File: src/rtl/semaforo_monitor.sv
`default_nettype none
// ============================================================================
// Module   : semaforo_monitor
// Purpose  : Protocol checker for the two traffic-light buses A and B of the
//            semaforo controller. Flags bad one-hot encoding, A/B conflicts,
//            illegal colour order and wrong phase durations. It also records
//            the first violation code, a saturating violation count and the
//            number of completed A green->yellow transitions.
// Revision : 1.0 - initial release
// ============================================================================
module semaforo_monitor #(
  parameter logic [7:0] VERDE    = 8'd1,  // minimum green length
  parameter logic [7:0] AMARELO  = 8'd3,  // exact yellow length
  parameter logic [7:0] VERMELHO = 8'd2   // minimum red length
) (
  input  logic       clk,
  input  logic       rst,       // asynchronous, active low
  input  logic [2:0] A,
  input  logic [2:0] B,
  output logic       err,
  output logic [2:0] err_code,
  output logic [7:0] viol_cnt,
  output logic [7:0] ciclos_a
);

  localparam logic [2:0] c_VD       = 3'b001;
  localparam logic [2:0] c_AM       = 3'b010;
  localparam logic [2:0] c_VM       = 3'b100;
  localparam logic [7:0] c_AMA_OVR  = AMARELO + 8'd1;
  localparam logic [7:0] c_DUR_MAX  = 8'hFF;

  // Stage registers: *_q is the newest sample and *_qq the one before it.
  logic [2:0] r_a_q, r_a_qq, r_b_q, r_b_qq;
  // r_smp: *_q holds a real sample; r_vld: *_qq holds a real sample.
  logic       r_smp, r_vld;
  // Duration of the current stage-1 value, plus last cycle's value, which
  // is the length of the phase that has just ended when a change shows up.
  logic [7:0] r_dur_a, r_dur_b, r_pdur_a, r_pdur_b;
  logic       r_first_a, r_first_b;
  // Set once a yellow overrun was reported, so the exit check stays quiet.
  logic       r_ovr_a, r_ovr_b;

  logic       r_err;
  logic [2:0] r_err_code;
  logic [7:0] r_viol_cnt;
  logic [7:0] r_ciclos_a;

  logic       w_ovr_a, w_ovr_b;
  logic [3:0] w_seq_a, w_seq_b;
  logic [7:1] w_viol;
  logic [2:0] w_cand;

  // Transition and duration checks for one light.
  // Bit 0: illegal order, 1: yellow length, 2: green short, 3: red short.
  function automatic logic [3:0] f_seq_viol(
    input logic [2:0] q,
    input logic [2:0] qq,
    input logic       vld,
    input logic       first,
    input logic       ovr,
    input logic       ovr_fire,
    input logic [7:0] pdur
  );
    logic w_chg;
    logic w_legal;
    logic w_dchk;
    // Only changes between two one-hot samples are judged.
    w_chg   = vld && (q != qq) && $onehot(q) && $onehot(qq);
    w_legal = ((qq == c_VD) && (q == c_AM)) ||
              ((qq == c_AM) && (q == c_VM)) ||
              ((qq == c_VM) && (q == c_VD));
    w_dchk  = w_chg && !first;
    f_seq_viol[0] = w_chg && !w_legal;
    f_seq_viol[1] = ovr_fire ||
                    (w_dchk && (qq == c_AM) && !ovr && (pdur != AMARELO));
    f_seq_viol[2] = w_dchk && (qq == c_VD) && (pdur < VERDE);
    f_seq_viol[3] = w_dchk && (qq == c_VM) && (pdur < VERMELHO);
  endfunction

  // Yellow overrun: fires once, in the cycle the count passes AMARELO.
  always_comb begin
    w_ovr_a = (r_a_q == c_AM) && !r_first_a && !r_ovr_a && (r_dur_a == c_AMA_OVR);
    w_ovr_b = (r_b_q == c_AM) && !r_first_b && !r_ovr_b && (r_dur_b == c_AMA_OVR);
    w_seq_a = f_seq_viol(r_a_q, r_a_qq, r_vld, r_first_a, r_ovr_a, w_ovr_a, r_pdur_a);
    w_seq_b = f_seq_viol(r_b_q, r_b_qq, r_vld, r_first_b, r_ovr_b, w_ovr_b, r_pdur_b);
  end

  // Collect all violation codes of this cycle and pick the lowest one.
  always_comb begin
    w_viol[1] = !$onehot(r_a_q);
    w_viol[2] = !$onehot(r_b_q);
    w_viol[3] = (r_a_q != c_VM) && (r_b_q != c_VM);
    w_viol[4] = w_seq_a[0] | w_seq_b[0];
    w_viol[5] = w_seq_a[1] | w_seq_b[1];
    w_viol[6] = w_seq_a[2] | w_seq_b[2];
    w_viol[7] = w_seq_a[3] | w_seq_b[3];
    w_cand    = 3'd0;
    if      (w_viol[1]) w_cand = 3'd1;
    else if (w_viol[2]) w_cand = 3'd2;
    else if (w_viol[3]) w_cand = 3'd3;
    else if (w_viol[4]) w_cand = 3'd4;
    else if (w_viol[5]) w_cand = 3'd5;
    else if (w_viol[6]) w_cand = 3'd6;
    else if (w_viol[7]) w_cand = 3'd7;
  end

  // Sampling pipeline, duration counters and per-phase flags.
  always_ff @(posedge clk or negedge rst) begin
    if (!rst) begin
      r_a_q     <= c_VM;
      r_a_qq    <= c_VM;
      r_b_q     <= c_VM;
      r_b_qq    <= c_VM;
      r_smp     <= 1'b0;
      r_vld     <= 1'b0;
      r_dur_a   <= 8'd0;
      r_dur_b   <= 8'd0;
      r_pdur_a  <= 8'd0;
      r_pdur_b  <= 8'd0;
      r_first_a <= 1'b1;
      r_first_b <= 1'b1;
      r_ovr_a   <= 1'b0;
      r_ovr_b   <= 1'b0;
    end else begin
      r_a_q    <= A;
      r_a_qq   <= r_a_q;
      r_b_q    <= B;
      r_b_qq   <= r_b_q;
      r_smp    <= 1'b1;
      r_vld    <= r_smp;
      r_pdur_a <= r_dur_a;
      r_pdur_b <= r_dur_b;
      if (A != r_a_q)                r_dur_a <= 8'd1;
      else if (r_dur_a != c_DUR_MAX) r_dur_a <= r_dur_a + 8'd1;
      if (B != r_b_q)                r_dur_b <= 8'd1;
      else if (r_dur_b != c_DUR_MAX) r_dur_b <= r_dur_b + 8'd1;
      if (r_vld && (r_a_q != r_a_qq)) r_first_a <= 1'b0;
      if (r_vld && (r_b_q != r_b_qq)) r_first_b <= 1'b0;
      if (r_a_q != r_a_qq) r_ovr_a <= 1'b0;
      else if (w_ovr_a)    r_ovr_a <= 1'b1;
      if (r_b_q != r_b_qq) r_ovr_b <= 1'b0;
      else if (w_ovr_b)    r_ovr_b <= 1'b1;
    end
  end

  // Error reporting: sticky flag, first code and saturating cycle count.
  always_ff @(posedge clk or negedge rst) begin
    if (!rst) begin
      r_err      <= 1'b0;
      r_err_code <= 3'd0;
      r_viol_cnt <= 8'd0;
    end else if (|w_viol) begin
      if (r_viol_cnt != c_DUR_MAX) r_viol_cnt <= r_viol_cnt + 8'd1;
      if (!r_err) begin
        r_err      <= 1'b1;
        r_err_code <= w_cand;
      end
    end
  end

  // Count A green->yellow changes, first phase included.
  always_ff @(posedge clk or negedge rst) begin
    if (!rst) begin
      r_ciclos_a <= 8'd0;
    end else if ((r_a_qq == c_VD) && (r_a_q == c_AM)) begin
      r_ciclos_a <= r_ciclos_a + 8'd1;
    end
  end

  assign err      = r_err;
  assign err_code = r_err_code;
  assign viol_cnt = r_viol_cnt;
  assign ciclos_a = r_ciclos_a;

endmodule
`default_nettype wire

File: config.mk
export PLATFORM = sky130hd
export DESIGN_NAME = semaforo_monitor
export DESIGN_NICKNAME = d
export VERILOG_FILES = /design/src/rtl/semaforo_monitor.sv
export SDC_FILE = /design/constraint.sdc
export NUM_CORES = 1
export LEC_CHECK = 0
export CELL_PAD_IN_SITES_DETAIL_PLACEMENT = 1
export CELL_PAD_IN_SITES_GLOBAL_PLACEMENT = 2
export CORE_AREA = 2 2 107 109
export CTS_CLUSTER_DIAMETER = 50
export DETAILED_ROUTE_END_ITERATION = 10
export DIE_AREA = 0 0 109 111
export GPL_TIMING_DRIVEN = 1
export PLACE_DENSITY = 0.65
export RECOVER_POWER = 50
export SLEW_MARGIN = 10
export SYNTH_ARGS = -nofsm -noshare
export SYNTH_HDL_FRONTEND = slang
export SYNTH_SLANG_ARGS = --single-unit
File: constraint.sdc
create_clock -name clk -period 2.6 [get_ports clk]
set_input_delay 0.52 -clock clk [delete_from_list [all_inputs] [get_ports clk]]
set_output_delay 0.52 -clock clk [all_outputs]
set_load 0.02 [all_outputs]
==> flow_metrics.env, run 1 <==
export IMPL_outcome="finished, violations left"
export IMPL_failed_checks="negative setup slack"
export IMPL_n_antenna_cell=0
export IMPL_drive_gt1_share_pct=20.9
export IMPL_critPathLaunchType="flip-flop"
export IMPL_final_setup_worst_slack_ns=-0.0461
export IMPL_finalSetupViolCount=6
export IMPL_die_area_um2=12100
export IMPL_numCtsBuffers=9
export IMPL_areaGrowthSynthToFinish_pct=31.0
export IMPL_syn_area_per_cell_um2=11.0
export IMPL_grt_max_degree=43
export IMPL_p_leak_nw=1.85
export IMPL_die_x_um=109
export IMPL_endpoint_kind="flip-flop"
export IMPL_ant_nets=0
export IMPL_yosysTopAreaCellShare_pct=48.4
export IMPL_rows=39
export IMPL_max_stage_delay_ns=0.54
export IMPL_synth_seq_cells=70
export IMPL_min_path_type="reg -> reg"
export IMPL_hold_viol_final=0
export IMPL_via_per_inst=4.74
export IMPL_reg2reg_from="r_b_qq[2]$_DFF_PN1_"
export IMPL_dp_final_hpwl_um=5240
export IMPL_p_total_mw=3.24
export IMPL_yosys_warnings=0
export IMPL_finalWirelength_um=7170
export IMPL_drc_errors=0
export IMPL_port_buffers=27
export IMPL_syn_nets=318
export IMPL_cp_slowest_cell="dfstp_2"
export IMPL_grt_pass1_vias=2616
export IMPL_worstPathArrival_ns=2.86
export IMPL_final_util_pct=39.2
export IMPL_fin_crit_sh_pct=102
export IMPL_cts_tree="built"
export IMPL_async_flop_share_pct=100
export IMPL_drtIter0Drc=50
export IMPL_tightestPinTransition_ns=1.24
export IMPL_cts_buffer_depth=2
export IMPL_wl_per_cell_um=14.0
export IMPL_gr_usage_all_layers_pct=13.2
export IMPL_cap_viol_max_count=0
export IMPL_hp_start="r_smp$_DFF_PN0_"
export IMPL_antenna_found_initial=0
export IMPL_final_cell_mix="dfrtp_1, nor2_1, buf_4"
export IMPL_first_pass_iters=4
export IMPL_synth_edff_count=0
export IMPL_timing_final_max_slew_violations=0
export IMPL_grt_pass1_wl_um=12600
export IMPL_clkTransAtPathRegs_ns=0.06
export IMPL_place_congestion=0.754
export IMPL_rsz0062_at_grt="yes"
export IMPL_ctsHoldBuffers=0
export IMPL_die_h_um=111
export IMPL_core_area_um2=11100
export IMPL_fin_skew_ns=0.00743
export IMPL_netlist_area_um2=3310
export IMPL_fin_nets=381
export IMPL_path_cells="inv_2 > fa_1 > nand4bb_1 > a311o_2 > and3b_2 > a221o_1 > nor3_4 > nand2b_4 > mux2_4"
export IMPL_worst_setup_path_type="reg -> reg"
export IMPL_fmaxAchievable_mhz=378
export IMPL_vias=2421
export IMPL_min_period_ns=2.65
export IMPL_final_common_cell="dfrtp_1"
export IMPL_relSlewSlack_pct=17.0
export IMPL_yosysTopAreaCell="dfrtp_1"
export IMPL_dpl_worst_slack_ns=-0.216
export IMPL_clkLatencyLatePin_ns=0.33
export IMPL_clock_sinks=70
export IMPL_synth_cell_types=60
export IMPL_cts_root_buf="clkbuf_16"
export IMPL_synth_top_flop_cell="dfrtp_1"
export IMPL_fin_hold_ws_ns=0.347
export IMPL_critPathLaunch="r_b_qq[2]$_DFF_PN1_"
export IMPL_ys_seq_area_share_pct=53.1
export IMPL_synth_cells=300
export IMPL_initial_core_util_pct=29.9
export IMPL_peakVddDrop_uv=336
export IMPL_h_tree_depth=3
export IMPL_power_density_nw_per_um2=746
export IMPL_crit_required_ns=2.81
export IMPL_io_pins=28
export IMPL_synth_area_leaders="dfrtp_1, xnor2_1, dfstp_2"
export IMPL_cp_max_fo=3
export IMPL_grt_overflow_total=0
critical path: cells and delay by family, from the launching register on:
family / cells / cell delay (ns)
buffers and inverters: 1 / 0.04
muxes: 1 / 0.30
and+or+nand+nor: 4 / 0.67
adders and majority gates: 1 / 0.48
DFF: 1 / 0.54
AOI/OAI and AO/OA: 2 / 0.50
kinds of logic after synthesis:
logic type | synth area share, %
AND/OR/NAND/NOR | 22.2
flip-flops | 53.1
AO/OA/AOI/OAI | 7.37
XOR/XNOR | 8.20
buffers and inverters | 3.21
adder cells (fa/ha/maj) | 4.68
multiplexers | 1.10
other | 0.113
registers in the layout, indices dropped and copies added (netlist names), 3 cells and up:
name and cells:
err_code 3, r_dur_b 8, r_a_qq 3, r_pdur_a 8
r_b_qq 3, viol_cnt 8, r_b_q 3, ciclos_a 8
r_a_q 3, r_pdur_b 8, r_dur_a 8
path summary, 6_finish.rpt:
| check | cells past startpoint | endpoint | slack [ns] |
|---|---|---|---|
| max in group asynchronous | 3 | r_pdur_a[5]$_DFF_PN0_ | 0.46 |
| max reg2reg | 9 | viol_cnt[1]$_DFFE_PN0P_ | -0.05 |
| min | 0 | r_vld$_DFF_PN0_ | 0.35 |
| max | 9 | viol_cnt[1]$_DFFE_PN0P_ | -0.05 |
| min in group asynchronous | 1 | ciclos_a[3]$_DFFE_PN0P_ | 0.44 |
| min reg2reg | 0 | r_vld$_DFF_PN0_ | 0.35 |
power breakdown:
group	internal, mW	total [mW]	switching, mW
clock network	0.837	1.29	0.448
registers	1.20	1.32	0.123
logic	0.314	0.636	0.321
area by class of cell:
cell class / instances / area (um2)
Clock buffer: 10 / 229
Clock inverter: 6 / 86.3
Fill cell: 1212 / 6740
Inverter: 19 / 71.3
Multi-Input combinational cell: 206 / 1540
Sequential cell: 70 / 1760
Tap cell: 143 / 179
Timing Repair Buffer: 57 / 479
per-stage QoR:
step / cells / TNS [ns] / cell area (um2)
floorplan: 300 / -0.252 / 3310
global route: 511 / -1.33 / 4340
finish: 511 / -0.121 / 4340
detailed placement: 493 / -1.20 / 3940
CTS: 510 / -0.218 / 4290
global placement: 493 / -0.630 / 3940
timing repair:
action | in CTS | in global routing
pin swaps | 6 | 7
gates cloned | 0 | 0
gates resized for setup | 6 | 20
endpoints found under the setup margin | 11 | 12
buffers inserted | 1 | 2
per-layer routing:
| metal | share of wire [%] | GRT usage (%) | vias to the layer above |
|---|---|---|---|
| li1 | - | - | 1175 |
| met1 | 44 | 16.5 | 1210 |
| met2 | 51 | 21.8 | 28 |
| met3 | 3.3 | 3.35 | 8 |
| met4 | 1.5 | 5.13 | 0 |
| met5 | 0 | 0 | - |
synthesized netlist by cell type, types with 2 or more instances:
master     number
and2_1          2
nor4_1          2
a21oi_1         8
ha_1            6
nor3b_1         5
nand4_1        11
dfstp_2         6
inv_1          19
nand2b_1        5
xor2_1          9
nor4b_1         3
nor2_1         29
nand2_1        15
nor3_1         10
a221o_1         2
nand3_1        16
xnor2_1        22
and3_1          5
dfrtp_1        64
o22ai_1         2
or2_2           2
nor4bb_1        2
a31oi_1         2
nor2b_1         4
a21boi_0        3
and4bb_2        2
buf_4           2
o21ai_0         6
nand4bb_1       2
fa_1            4
Power figures use the tool's default switching activity.
==> inputs of run 2 (changes only) <==
Settings changed: CAP_MARGIN set to 20.
==> results of run 2 <==
Same layout as run 1: the final DEF is identical, and so are final timing and power.
